--- src/rtl/draw_scheduler.sv ---
// Frame sequencer sharing one VGA plot port: erase, update, capture, redraw of NUM_OBJ box sprites.
// Latency: x/y/colour/plot registered, one cycle after the walk counters; frame = 2*NUM_OBJ*SIZE^2+3 cycles max.
// No backpressure: the adapter accepts a pixel every cycle; a tick during a busy frame queues one-deep, then overruns.
// Optional feature: define DRAW_SCHED_CLIP_EN to suppress plots whose x>159 or y>119 before the wrap.
module draw_scheduler #(
    parameter int NUM_OBJ   = 4,
    parameter int SIZE      = 4,
    parameter int FRAME_DIV = 833333
) (
    input  logic                 clk,
    input  logic                 reset,
    input  logic [8*NUM_OBJ-1:0] obj_x,
    input  logic [7*NUM_OBJ-1:0] obj_y,
    input  logic [3*NUM_OBJ-1:0] obj_colour,
    input  logic [NUM_OBJ-1:0]   obj_en,
    output logic [7:0]           x,
    output logic [6:0]           y,
    output logic [2:0]           colour,
    output logic                 plot,
    output logic                 update,
    output logic                 busy,
    output logic                 frame_overrun
);
    localparam int IW = (NUM_OBJ > 1) ? $clog2(NUM_OBJ) : 1;
    localparam int PW = (SIZE > 1) ? $clog2(SIZE) : 1;
    localparam int CW = $clog2(FRAME_DIV + 1);
    localparam logic [IW-1:0] LAST_OBJ = IW'(NUM_OBJ - 1);
    localparam logic [PW-1:0] LAST_PIX = PW'(SIZE - 1);
    localparam logic [CW-1:0] LAST_DIV = CW'(FRAME_DIV - 1);

    typedef enum logic [2:0] {S_IDLE, S_ERASE, S_UPDATE, S_CAPTURE, S_DRAW} state_t;
    state_t state, state_nxt;

    logic [CW-1:0] div_cnt;
    logic          tick, pending, leave_idle;
    logic [IW-1:0] idx;
    logic [PW-1:0] col, row;

    // Positions last drawn (erase source) and the per-frame snapshot (draw source)
    logic [7:0]         prev_x   [NUM_OBJ];
    logic [6:0]         prev_y   [NUM_OBJ];
    logic [NUM_OBJ-1:0] prev_valid;
    logic [7:0]         snap_x   [NUM_OBJ];
    logic [6:0]         snap_y   [NUM_OBJ];
    logic [2:0]         snap_col [NUM_OBJ];
    logic [NUM_OBJ-1:0] snap_en;

    logic       erasing, walking, cur_valid, last_pix, step_obj, clip;
    logic [7:0] base_x;
    logic [6:0] base_y;
    logic [8:0] sum_x;
    logic [7:0] sum_y;

    assign tick       = (div_cnt == LAST_DIV);
    assign leave_idle = (state == S_IDLE) && pending;

    // Free-running frame divider, wraps on terminal count
    always_ff @(posedge clk) begin
        if (reset)     div_cnt <= '0;
        else if (tick) div_cnt <= '0;
        else           div_cnt <= div_cnt + 1'b1;
    end

    // One-deep tick queue; a new tick wins over the clear when leaving IDLE
    always_ff @(posedge clk) begin
        if (reset) begin
            pending       <= 1'b0;
            frame_overrun <= 1'b0;
        end else begin
            frame_overrun <= tick && pending && !leave_idle;
            if (tick)            pending <= 1'b1;
            else if (leave_idle) pending <= 1'b0;
        end
    end

    // State register
    always_ff @(posedge clk) begin
        if (reset) state <= S_IDLE;
        else       state <= state_nxt;
    end

    // Current walk pixel: source selection, address arithmetic, per-object step
    always_comb begin
        erasing   = (state == S_ERASE);
        walking   = erasing || (state == S_DRAW);
        cur_valid = erasing ? prev_valid[idx] : snap_en[idx];
        base_x    = erasing ? prev_x[idx] : snap_x[idx];
        base_y    = erasing ? prev_y[idx] : snap_y[idx];
        last_pix  = (col == LAST_PIX) && (row == LAST_PIX);
        step_obj  = !cur_valid || last_pix;
        sum_x     = {1'b0, base_x} + 9'(col);
        sum_y     = {1'b0, base_y} + 8'(row);
    end

`ifdef DRAW_SCHED_CLIP_EN
    assign clip = (sum_x > 9'd159) || (sum_y > 8'd119);
`else
    // Wrapping mode: carry-out bits are dropped, the adapter discards off-screen pixels
    assign clip = 1'b0 & sum_x[8] & sum_y[7];
`endif

    // Next-state: walk ERASE then DRAW across all objects, single-cycle UPDATE/CAPTURE between
    always_comb begin
        state_nxt = state;
        case (state)
            S_IDLE:    if (pending) state_nxt = S_ERASE;
            S_ERASE:   if (step_obj && idx == LAST_OBJ) state_nxt = S_UPDATE;
            S_UPDATE:  state_nxt = S_CAPTURE;
            S_CAPTURE: state_nxt = S_DRAW;
            S_DRAW:    if (step_obj && idx == LAST_OBJ) state_nxt = S_IDLE;
            default:   state_nxt = S_IDLE;
        endcase
    end

    // Registered pixel outputs, strobes and walk counters (object, column, row)
    always_ff @(posedge clk) begin
        if (reset) begin
            x      <= '0;
            y      <= '0;
            colour <= '0;
            plot   <= 1'b0;
            update <= 1'b0;
            busy   <= 1'b0;
            idx    <= '0;
            col    <= '0;
            row    <= '0;
        end else begin
            x      <= sum_x[7:0];
            y      <= sum_y[6:0];
            colour <= erasing ? 3'b000 : snap_col[idx];
            plot   <= walking && cur_valid && !clip;
            update <= (state_nxt == S_UPDATE);
            busy   <= (state_nxt != S_IDLE);
            if (walking) begin
                if (step_obj) begin
                    col <= '0;
                    row <= '0;
                    idx <= (idx == LAST_OBJ) ? '0 : idx + 1'b1;
                end else if (col == LAST_PIX) begin
                    col <= '0;
                    row <= row + 1'b1;
                end else begin
                    col <= col + 1'b1;
                end
            end
        end
    end

    // Validity flags: snapshot enable at capture, remembered as drawn-state during DRAW
    always_ff @(posedge clk) begin
        if (reset) begin
            prev_valid <= '0;
            snap_en    <= '0;
        end else begin
            if (state == S_CAPTURE) snap_en <= obj_en;
            if (state == S_DRAW)    prev_valid[idx] <= snap_en[idx];
        end
    end

    // Coordinate snapshot and last-drawn position storage
    always_ff @(posedge clk) begin
        if (state == S_CAPTURE) begin
            for (int i = 0; i < NUM_OBJ; i++) begin
                snap_x[i]   <= obj_x[8*i +: 8];
                snap_y[i]   <= obj_y[7*i +: 7];
                snap_col[i] <= obj_colour[3*i +: 3];
            end
        end
        if (state == S_DRAW) begin
            prev_x[idx] <= snap_x[idx];
            prev_y[idx] <= snap_y[idx];
        end
    end
endmodule

--- config.mk ---
export PLATFORM = sky130hd
export DESIGN_NAME = draw_scheduler
export DESIGN_NICKNAME = d
export VERILOG_FILES = /design/src/rtl/draw_scheduler.sv
export SDC_FILE = /design/constraint.sdc
export NUM_CORES = 1
export LEC_CHECK = 0
export ABC_AREA = 1
export BUFFER_PORTS_ARGS = -buffer_cell sky130_fd_sc_hd__buf_2
export CORE_ASPECT_RATIO = 1.5
export CORE_MARGIN = 3
export CORE_UTILIZATION = 40
export CTS_CLUSTER_DIAMETER = 50
export CTS_CLUSTER_SIZE = 28
export DETAILED_ROUTE_END_ITERATION = 7
export SYNTH_ARGS = -nofsm -noshare
export SYNTH_HDL_FRONTEND = slang
export SYNTH_SLANG_ARGS = --single-unit
export TNS_END_PERCENT = 1
--- constraint.sdc ---
create_clock -name clk -period 8 [get_ports clk]
set_input_delay 0.4 -clock clk [delete_from_list [all_inputs] [get_ports clk]]
set_output_delay 0.4 -clock clk [all_outputs]
set_load 0.005 [all_outputs]
==> results.json <==
{
  "outcome": "complete, no violations",
  "grt_pass1_vias": 5689,
  "initial_core_util_pct": 41.0,
  "vias": 5605,
  "grt_overflow": 0,
  "cts.repair.resized": 0,
  "skew_ns": 0.00834,
  "fin_crit_sh_pct": 38.6,
  "critPathLaunchType": "flip-flop",
  "postRouteAntennaNets": 0,
  "hold_start": "obj_colour[9]",
  "numCtsBuffers": 17,
  "routed_wl_mm": 17.5,
  "cts.sinks": 194,
  "hold_viol": 0,
  "static-leakage-power_nw": 3.85,
  "rsz0062_at_grt": "false",
  "dpl.hpwl_mm": 11.5,
  "cp.arrival_ns": 3.44,
  "cts_hold_buf": 0,
  "cts_tree": "done",
  "die_x_um": 123,
  "clock_latency_ns": 0.42,
  "cts_setup_buffers": 0,
  "slew_violations": 0,
  "power.density_nw_per_um2": 204,
  "rows": 63,
  "hp-class": "in -> reg",
  "ios": 100,
  "fin_nets": 993,
  "max_cap_viol_count": 0,
  "crit_type": "reg -> reg",
  "hold-worst-slack_ns": 0.147,
  "grt_antenna_before_repair": 0,
  "syn2layout_area_growth_pct": 15.5,
  "power_mw": 1.93,
  "period_minus_slack_ns": 3.09,
  "reg2reg_setup_slack_ns": 4.91,
  "dieArea_um2": 22200,
  "drtIter0Drc": 245,
  "cts_max_level": 4,
  "timing.fmax_mhz": 324,
  "syn_avg_cell_area_um2": 10.1,
  "antenna_cells": 0,
  "wire_per_inst_um": 14.9,
  "tns_ns": 0,
  "grt_pass1_wl_mm": 28.1,
  "fp.dieH_um": 181,
  "clock_path_buffers": 2,
  "grt_max_degree": 64,
  "grt_usage_pct": 16.5,
  "crit_fanout": 63,
  "reg2regPathDepth": 14,
  "cts_root_buffer": "clkbuf_16",
  "critical_path_required_ns": 8.36,
  "gp_congestion": 0.788,
  "core_area_um2": 19900,
  "clkTransAtPathRegs_ns": 0.07,
  "endpoint_kind": "flip-flop",
  "ys_types": 42,
  "synth_area_um2": 8170,
  "via_per_inst": 4.77,
  "ys_seq_area_share_pct": 63.7,
  "r2r-end": "x[4]",
  "syn-instance-count": 807,
  "drive_gt1_share_pct": 18.2,
  "drc": 0,
  "whs_endpoint": "snap_col[3][0]",
  "relSlewSlack_pct": 28.0,
  "finalSetupViolCount": 0,
  "worst_slew_pin_slew_ns": 1.08,
  "port-buffer-count": 99,
  "peakVddDrop_mv": 0.148,
  "drt_pre_antenna_iters": 4,
  "holdPathStages": 1,
  "yosysWarnings": 0,
  "syn_nets": 899,
  "synth_seq_cells": 194
}
how the worst max path moves through the flow:
stage	cells past startpoint	start	to
floorplan	6	state[1]	busy
global placement	14	flip-flop	x[4]
detailed placement	14	flip-flop	x[4]
CTS	14	flip-flop	x[4]
global route	14	flip-flop	x[4]
finish	14	flip-flop	x[4]
layout by cell type (no fill, tap or decap), drive strengths merged:
cell / n
a21o: 1
a21oi: 29
a31oi: 1
and2: 2
and3: 1
buf: 103
bufinv: 2
clkbuf: 20
clkinv: 5
clkinvlp: 4
dfxtp: 62
edfxtp: 132
fa: 2
ha: 12
inv: 88
nand2: 190
nand3: 79
nand3b: 1
nand4: 6
nor2: 91
nor3: 15
nor3b: 2
o211ai: 4
o21a: 2
o21ai: 43
o221ai: 1
o22ai: 6
o31ai: 1
or2: 2
xnor2: 4
xor2: 3
synth_stat cells, drive strengths merged:
cell	n	share of area, %
nand2	190	8.9
edfxtp	132	49
nor2	91	4.5
inv	87	4.1
nand3	79	5.3
dfxtp	62	15
o21ai	43	2.7
a21oi	29	1.8
buf	23	2.1
nor3	15	0.98
ha	12	1.8
nand4	6	0.54
o22ai	6	0.46
clkbuf	5	0.23
o211ai	4	0.37
xnor2	4	0.43
xor2	3	0.32
and2	2	0.15
fa	2	0.49
nor3b	2	0.18
o21a	2	0.18
or2	2	0.15
a21o	1	0.092
a31oi	1	0.077
and3	1	0.077
nand3b	1	0.092
o221ai	1	0.11
o31ai	1	0.092
registers in the layout (all words and copies together) (netlist names), 2 cells and up, named ones only:
name and cells:
col 2, colour 3, div_cnt 20, idx 2, prev_valid 4, prev_x 32, prev_y 28, row 2
snap_col 12, snap_en 4, snap_x 32, snap_y 28, state 3, x 8, y 7
area by class of cell:
| class | instances | area, um2 |
|---|---|---|
| clock inverter | 12 | 134 |
| fill | 1841 | 10500 |
| inverter | 87 | 332 |
| sequential | 194 | 5210 |
| tap | 260 | 325 |
| multi-input combinational | 498 | 2460 |
| clock buffer | 20 | 447 |
| timing repair buffer | 103 | 526 |
cell families after synthesis:
logic type                 Yosys count  synth area share, %
AOI/OAI and AO/OA                   88                 5.88
xor gates and xnor gates             7                0.750
adders and majority gates           14                 2.33
buffers and inverters              115                 6.34
DFF                                194                 63.7
and+or+nand+nor                    389                 21.0
worst max-delay path, cell delays in order (launching register included):
cell and delay (ns):
dfxtp_2 0.31, buf_4 0.31, inv_4 0.53, o21ai_0 0.16, o22ai_1 0.32, nor2_1 0.08
a31oi_1 0.17, ha_1 0.19, inv_1 0.06, fa_1 0.38, inv_1 0.09, nand2_1 0.07
nor2_1 0.12, o21ai_0 0.09, a21oi_1 0.15
through the flow:
stage | utilization, % | std cells | worst slack (ns) | area (um2)
2_1_floorplan | - | 807 | 1.36 | 8170
3_3_place_gp | 44.4 | 1142 | 4.99 | 8850
3_5_place_dp | 44.4 | 1142 | 4.92 | 8850
4_1_cts | 47.3 | 1174 | 4.88 | 9430
5_1_grt | 47.3 | 1174 | 4.49 | 9430
6_report | 47.3 | 1174 | 4.91 | 9430
report_power, final:
group	total [mW]	internal, mW	switching [mW]	leakage (nW)
Combinational	0.0319	0.0172	0.0147	1.88
Clock	0.827	0.469	0.358	0.270
Sequential	1.07	1.07	0.00223	1.69
per-layer routing:
metal	up-vias	wire length, um	track usage (%)
met2	113	9240	29.4
met5	-	0	0
li1	2870	-	-
met4	0	422	6.46
met3	26	706	3.23
met1	2596	7110	19.2
No activity file was read; power rests on OpenSTA's default activity.
